`config.mk`:
```
export PLATFORM = sky130hd
export DESIGN_NAME = rpn_sequencer
export DESIGN_NICKNAME = d
export VERILOG_FILES = /design/src/rtl/rpn_sequencer_pkg.sv /design/src/rtl/rpn_sequencer_depth_chk.sv /design/src/rtl/rpn_sequencer.sv
export SDC_FILE = /design/constraint.sdc
export NUM_CORES = 1
export LEC_CHECK = 0
export ABC_AREA = 1
export CORE_MARGIN = 2
export CORE_UTILIZATION = 47
export CTS_CLUSTER_DIAMETER = 120
export DETAILED_ROUTE_END_ITERATION = 8
export PLACE_DENSITY = 0.93
export REMOVE_ABC_BUFFERS = 1
export SLEW_MARGIN = 20
export SYNTH_ARGS = -nofsm -noshare
export SYNTH_HDL_FRONTEND = slang
export SYNTH_SLANG_ARGS = --single-unit
```
`constraint.sdc`:
```
create_clock -name clk -period 5.4 [get_ports clk]
set_clock_uncertainty 0.1 [all_clocks]
set_input_delay 0.81 -clock clk [delete_from_list [all_inputs] [get_ports clk]]
set_output_delay 0.81 -clock clk [all_outputs]
set_load 0.02 [all_outputs]
```
`src/rtl/rpn_sequencer_pkg.sv`:
```
// ---------------------------------------------------------------------------
// rpn_sequencer_pkg
//   Shared definitions for the RPN sequencer and the opstack ALU:
//   token kind codes, error codes, ALU opcodes and the sequencer FSM states.
//   No ports (package).
// ---------------------------------------------------------------------------
package rpn_sequencer_pkg;

    // Token kinds as presented on tok_kind
    typedef enum logic [1:0] {
        TK_NUM = 2'b00,
        TK_OP  = 2'b01,
        TK_END = 2'b10,
        TK_ILL = 2'b11
    } tok_kind_e;

    // Error codes reported on err_code
    typedef enum logic [2:0] {
        ERR_NONE       = 3'b000,
        ERR_UNDERFLOW  = 3'b001,
        ERR_OVERFLOW   = 3'b010,
        ERR_BAD_END    = 3'b011,
        ERR_BAD_OPCODE = 3'b100,
        ERR_BAD_TOKEN  = 3'b101
    } err_code_e;

    // ALU opcodes: 0..15 are binary (pop two, push one), 16..18 are unary
    localparam logic [4:0] OP_ADD  = 5'd0;
    localparam logic [4:0] OP_SUB  = 5'd1;
    localparam logic [4:0] OP_MUL  = 5'd2;
    localparam logic [4:0] OP_AND  = 5'd3;
    localparam logic [4:0] OP_OR   = 5'd4;
    localparam logic [4:0] OP_XOR  = 5'd5;
    localparam logic [4:0] OP_SHL  = 5'd6;
    localparam logic [4:0] OP_SHR  = 5'd7;
    localparam logic [4:0] OP_SRA  = 5'd8;
    localparam logic [4:0] OP_MIN  = 5'd9;
    localparam logic [4:0] OP_MAX  = 5'd10;
    localparam logic [4:0] OP_EQ   = 5'd11;
    localparam logic [4:0] OP_NE   = 5'd12;
    localparam logic [4:0] OP_GT   = 5'd13;
    localparam logic [4:0] OP_GE   = 5'd14;
    localparam logic [4:0] OP_LT   = 5'd15;
    localparam logic [4:0] OP_NEG  = 5'd16;
    localparam logic [4:0] OP_BNOT = 5'd17;
    localparam logic [4:0] OP_NOT  = 5'd18;

    // Sequencer FSM states
    typedef enum logic [2:0] {
        S_IDLE,
        S_CLEAR,
        S_FETCH,
        S_EXEC,
        S_CAPT,
        S_DONE,
        S_ERR
    } seq_state_e;

    function automatic logic is_binary_op(input logic [4:0] opc);
        return (opc <= OP_LT);
    endfunction

    function automatic logic is_unary_op(input logic [4:0] opc);
        return (opc >= OP_NEG) && (opc <= OP_NOT);
    endfunction

endpackage

```
`src/rtl/rpn_sequencer_depth_chk.sv`:
```
// ---------------------------------------------------------------------------
// rpn_depth_chk
//   Combinational legality check and depth bookkeeping for one token.
//   Ports:
//     kind       in   token kind (tok_kind_e encoding)
//     opcode     in   operator opcode (only meaningful for operator tokens)
//     depth      in   current tracked opstack occupancy
//     legal      out  1 when the token may be executed
//     err_code   out  error code when legal=0, ERR_NONE otherwise
//     next_depth out  occupancy after the token executes (depth when illegal)
// ---------------------------------------------------------------------------
module rpn_depth_chk
    import rpn_sequencer_pkg::*;
#(
    parameter int DEPTH = 8
) (
    input  logic [1:0]                   kind,
    input  logic [4:0]                   opcode,
    input  logic [$clog2(DEPTH+1)-1:0]   depth,
    output logic                         legal,
    output logic [2:0]                   err_code,
    output logic [$clog2(DEPTH+1)-1:0]   next_depth
);

    localparam int DW = $clog2(DEPTH+1);

    always_comb begin
        legal      = 1'b1;
        err_code   = ERR_NONE;
        next_depth = depth;
        case (tok_kind_e'(kind))
            TK_NUM: begin
                if (depth == DW'(DEPTH)) begin
                    legal    = 1'b0;
                    err_code = ERR_OVERFLOW;
                end else begin
                    next_depth = depth + DW'(1);
                end
            end
            TK_OP: begin
                if (is_binary_op(opcode)) begin
                    if (depth < DW'(2)) begin
                        legal    = 1'b0;
                        err_code = ERR_UNDERFLOW;
                    end else begin
                        next_depth = depth - DW'(1);
                    end
                end else if (is_unary_op(opcode)) begin
                    // Unary ops replace the top entry: occupancy unchanged
                    if (depth == '0) begin
                        legal    = 1'b0;
                        err_code = ERR_UNDERFLOW;
                    end
                end else begin
                    legal    = 1'b0;
                    err_code = ERR_BAD_OPCODE;
                end
            end
            TK_END: begin
                if (depth != DW'(1)) begin
                    legal    = 1'b0;
                    err_code = ERR_BAD_END;
                end
            end
            default: begin
                legal    = 1'b0;
                err_code = ERR_BAD_TOKEN;
            end
        endcase
    end

endmodule

```
`src/rtl/rpn_sequencer.sv`:
```
// ---------------------------------------------------------------------------
// rpn_sequencer
//   Feeds a token stream (numbers, operators, end) into an external opstack,
//   tracking stack depth so that underflow/overflow and malformed programs
//   are caught before any strobe reaches the opstack.
//   Ports:
//     clk, rst_n         clock (rising edge), asynchronous active-low reset
//     start              begin a program (honoured in IDLE, DONE, ERR only)
//     tok_valid/ready    token handshake; ready is decoded from state
//     tok_kind, tok_data token kind and value/opcode
//     num, op, x         opstack push / operate strobes and data/opcode
//     clr_n              registered active-low opstack clear
//     qtop               opstack top of stack
//     result             value captured at the end token
//     busy, done, err    status flags; err_code gives the error reason
//     depth              tracked opstack occupancy
// ---------------------------------------------------------------------------
module rpn_sequencer
    import rpn_sequencer_pkg::*;
#(
    parameter int DEPTH = 8
) (
    input  logic                         clk,
    input  logic                         rst_n,
    input  logic                         start,
    input  logic                         tok_valid,
    output logic                         tok_ready,
    input  logic [1:0]                   tok_kind,
    input  logic [15:0]                  tok_data,
    output logic                         num,
    output logic                         op,
    output logic [15:0]                  x,
    output logic                         clr_n,
    input  logic [15:0]                  qtop,
    output logic [15:0]                  result,
    output logic                         busy,
    output logic                         done,
    output logic                         err,
    output logic [2:0]                   err_code,
    output logic [$clog2(DEPTH+1)-1:0]   depth
);

    localparam int DW = $clog2(DEPTH+1);

    seq_state_e     state_q, state_d;
    logic           num_q, num_d;
    logic           op_q, op_d;
    logic [15:0]    x_q, x_d;
    logic           clr_n_q, clr_n_d;
    logic [15:0]    result_q, result_d;
    logic [DW-1:0]  depth_q, depth_d;
    logic [2:0]     err_code_q, err_code_d;
    logic           busy_q, busy_d;
    logic           done_q, done_d;
    logic           err_q, err_d;

    logic           chk_legal;
    logic [2:0]     chk_err_code;
    logic [DW-1:0]  chk_next_depth;

    rpn_depth_chk #(
        .DEPTH (DEPTH)
    ) u_depth_chk (
        .kind       (tok_kind),
        .opcode     (tok_data[4:0]),
        .depth      (depth_q),
        .legal      (chk_legal),
        .err_code   (chk_err_code),
        .next_depth (chk_next_depth)
    );

    always_ff @(posedge clk or negedge rst_n) begin
        if (!rst_n) begin
            state_q    <= S_IDLE;
            num_q      <= 1'b0;
            op_q       <= 1'b0;
            x_q        <= '0;
            clr_n_q    <= 1'b1;
            result_q   <= '0;
            depth_q    <= '0;
            err_code_q <= ERR_NONE;
            busy_q     <= 1'b0;
            done_q     <= 1'b0;
            err_q      <= 1'b0;
        end else begin
            state_q    <= state_d;
            num_q      <= num_d;
            op_q       <= op_d;
            x_q        <= x_d;
            clr_n_q    <= clr_n_d;
            result_q   <= result_d;
            depth_q    <= depth_d;
            err_code_q <= err_code_d;
            busy_q     <= busy_d;
            done_q     <= done_d;
            err_q      <= err_d;
        end
    end

    // Every registered output is computed from the *next* state, so the
    // strobes and flags line up with the state they describe.
    always_comb begin
        state_d    = state_q;
        num_d      = 1'b0;
        op_d       = 1'b0;
        x_d        = '0;
        clr_n_d    = 1'b1;
        depth_d    = depth_q;
        err_code_d = err_code_q;
        result_d   = result_q;
        case (state_q)
            S_IDLE, S_DONE, S_ERR: begin
                if (start) begin
                    state_d    = S_CLEAR;
                    clr_n_d    = 1'b0;
                    depth_d    = '0;
                    err_code_d = ERR_NONE;
                end
            end
            S_CLEAR: begin
                state_d = S_FETCH;
            end
            S_FETCH: begin
                if (tok_valid) begin
                    if (!chk_legal) begin
                        // Offending token never produces a strobe
                        state_d    = S_ERR;
                        err_code_d = chk_err_code;
                    end else if (tok_kind_e'(tok_kind) == TK_END) begin
                        state_d = S_CAPT;
                    end else begin
                        state_d = S_EXEC;
                        depth_d = chk_next_depth;
                        if (tok_kind_e'(tok_kind) == TK_NUM) begin
                            num_d = 1'b1;
                            x_d   = tok_data;
                        end else begin
                            op_d = 1'b1;
                            x_d  = {11'b0, tok_data[4:0]};
                        end
                    end
                end
            end
            S_EXEC: begin
                state_d = S_FETCH;
            end
            S_CAPT: begin
                // The last EXEC strobe has settled in the opstack by now
                state_d  = S_DONE;
                result_d = qtop;
            end
            default: begin
                state_d = S_IDLE;
            end
        endcase
    end

    assign busy_d = (state_d == S_CLEAR) || (state_d == S_FETCH) ||
                    (state_d == S_EXEC)  || (state_d == S_CAPT);
    assign done_d = (state_d == S_DONE);
    assign err_d  = (state_d == S_ERR);

    assign tok_ready = (state_q == S_FETCH);
    assign num       = num_q;
    assign op        = op_q;
    assign x         = x_q;
    assign clr_n     = clr_n_q;
    assign result    = result_q;
    assign depth     = depth_q;
    assign err_code  = err_code_q;
    assign busy      = busy_q;
    assign done      = done_q;
    assign err       = err_q;

endmodule

```
==> results.py <==
metrics = {
    "outcome": {
        "status": "finished clean",
    },
    "clock_tree": {
        "cts_buffers": 5,
        "hold_buffers": 0,
        "cts_root_buffer": "clkbuf_8",
        "clkTransAtPathRegs_ns": 0.08,
        "clockBufferDepth": 2,
        "cts_sinks": 48,
        "cts_tree": "built",
        "htree_levels": 2,
        "ctsResizeCount": 0,
        "cts_setup_buffers": 0,
        "clock_latency_ns": 0.30,
    },
    "finish": {
        "fin_nets": 394,
        "area_growth_pct": 45.0,
        "drive_gt1_share_pct": 8.19,
        "fillers": 323,
        "n_antenna_cell": 0,
    },
    "die": {
        "die_h_microns": 72.9,
        "rows": 25,
        "die-area_sq_mm": 0.00532,
        "die_w_microns": 72.9,
        "core-area_sq_mm": 0.00466,
        "pin_count": 84,
        "start_util_pct": 47.9,
    },
    "synthesis": {
        "syn_area_per_cell_sq_um": 8.36,
        "async_flop_share_pct": 100,
        "synth-seq-area-share_pct": 53.9,
        "synthCells": 267,
        "ys_warn_count": 0,
        "synth_edf_count": 0,
        "synth_commonest_cells": "nand2_1 (87), dfrtp_1 (47), inv_1 (37)",
        "synth_seq_cells": 48,
        "synth_top_area_share_pct": 52.7,
        "yosysMostFrequentCell": "nand2_1",
        "synthTopCellsByArea": "dfrtp_1 (53%), nand2_1 (15%), inv_1 (6.2%)",
        "synth.distinct_cells": 29,
        "synth_top_flop_cell": "dfrtp_1",
        "yosysTopAreaCell": "dfrtp_1",
        "syn_area_sq_mm": 0.00223,
    },
    "sta": {
        "worst_pin_slew_ns": 0.581,
        "slew_headroom_pct": 61.3,
        "setup_viol": 0,
        "slew_violations": 0,
        "period_needed_ns": 2.84,
        "rsz0062_at_grt": "false",
        "finalHoldViolCount": 0,
        "setup_tns_ns": 0,
        "post-route-period-util_pct": 52.6,
        "fmax_ghz": 0.352,
    },
    "global_routing": {
        "grt-ovfl-total": 0,
        "grt_pass1_vias": 2072,
        "grt_usage_pct": 21.0,
        "antenna_found_initial": 0,
        "grt_max_degree": 49,
        "grt_pass1_wl_mm": 8.82,
    },
    "placement": {
        "port_buffers": 83,
        "gp_congestion": 0.918,
        "dpl.hpwl_mm": 4.00,
    },
    "power": {
        "total_power_uw": 1600,
        "powerDensity_mw_per_mm2": 493,
        "vdd_ir_drop_max_uv": 219,
        "p_leak_uw": 0.00169,
    },
    "min_path": {
        "hold_path_class": "reg -> reg",
        "whs_path_depth": 2,
    },
    "critical_path": {
        "cp_data_required_time_ns": 4.49,
        "endpoint_kind": "output port",
        "worstPathArrival_ns": 1.93,
        "cp_max_fo": 10,
        "startpoint_type": "flop",
        "crit_type": "reg -> out",
        "r2r_cells": 11,
    },
    "drt": {
        "drc": 0,
        "wire_per_inst_microns": 13.0,
        "drt_first_pass_iters": 4,
        "ant_nets": 0,
        "viasPerCell": 5.00,
        "vias": 2038,
        "initialDrtViolationCount": 142,
        "wl_mm": 5.31,
    },
    "flow_run": {
        "maxCapViolCount": 0,
    },
}
==> area by class of cell <==
class | count | area (sq um) | share of cell area [%]
clock inverters | 2 | 60.1 | 1.86
clock buffers | 6 | 72.6 | 2.24
flip-flops and latches | 48 | 1200 | 37.1
multi-input cells | 172 | 842 | 26.0
well taps | 54 | 67.6 | 2.09
repair buffers | 83 | 828 | 25.6
inverters | 43 | 164 | 5.06
==> where the power goes <==
group	switching [uW]	total, uW	internal, uW	leakage (uW)
Clock	111	296	185	0.0000654
Sequential	73.5	540	466	0.000628
Combinational	449	762	313	0.000995
==> layout by cell type, fill, tap and decap left out, types with 2 or more instances in the layout <==
| cell type | n |
|---|---|
| a21oi_1 | 5 |
| inv_2 | 5 |
| o21ai_0 | 6 |
| inv_1 | 37 |
| nand4_1 | 7 |
| nand2_1 | 87 |
| clkbuf_8 | 5 |
| clkdlybuf4s50_1 | 82 |
| dfrtp_1 | 47 |
| bufinv_16 | 2 |
| nor2_1 | 32 |
| nand3_2 | 2 |
| xor2_1 | 4 |
| nand2_4 | 3 |
| nand3_1 | 9 |
| nand2_2 | 2 |
| ha_1 | 3 |
| nor2_2 | 3 |
==> routing by layer <==
metal	vias up	share of wire, %	track usage, %
li1	980	-	-
met1	944	39	23.6
met2	98	52	37.9
met3	16	7.5	5.94
met4	0	1.7	7.41
met5	-	0	0
==> flip-flops by register name (all words and copies together), names as in the netlist <==
register	flops
err_code	3
num	1
x	16
done	1
err	1
busy	1
op	1
clr_n	1
state_q	3
depth	4
result	16
==> logic make-up (layout without fill, tap and decap cells) <==
family          after synthesis  count (layout)  share of synthesized area [%]
xor+xnor                      4               4                           1.57
buf+inv                      47             134                           8.41
compound gates               17              17                           4.76
simple gates                148             148                           29.7
fa+ha+maj                     3               3                           1.68
flops                        48              48                           53.9
==> worst max-delay path, stage by stage (launching register included) <==
cell             delay [ns]
dfrtp_1                0.39
inv_1                  0.17
nand3_2                0.22
inv_1                  0.21
clkdlybuf4s50_1        0.64
==> stage by stage <==
| stage | cells | util (%) | hold WS (ns) | instance area [sq um] | worst slack (ns) |
|---|---|---|---|---|---|
| after CTS | 408 | 69.4 | 0.394 | 3230 | 2.57 |
| after floorplan | 263 | - | 0.414 | 2210 | 3.42 |
| after global routing | 408 | 69.4 | 0.412 | 3240 | 2.43 |
| after global placement | 400 | 66.6 | 0.353 | 3100 | 2.83 |
| after detailed placement | 400 | 66.6 | 0.371 | 3100 | 2.73 |
| final | 408 | 69.4 | 0.387 | 3240 | 2.56 |
==> path summary, 6_finish.rpt <==
| check | start | slack (ns) | end |
|---|---|---|---|
| worst min register to register | result[8]$_DFFE_PN0N_ | 0.39 | result[8]$_DFFE_PN0N_ |
| max in group asynchronous | rst_n | 4.39 | result[13]$_DFFE_PN0N_ |
| worst max-delay path | state_q[0]$_DFF_PN0_ | 2.56 | tok_ready |
| worst min-delay path | result[8]$_DFFE_PN0N_ | 0.39 | result[8]$_DFFE_PN0N_ |
| worst max register to register | depth[1]$_DFFE_PN0P_ | 3.19 | busy$_DFF_PN0_ |
| min in group asynchronous | rst_n | 0.40 | x[13]$_DFF_PN0_ |
Note: power is estimated with default switching activity, not from simulation.
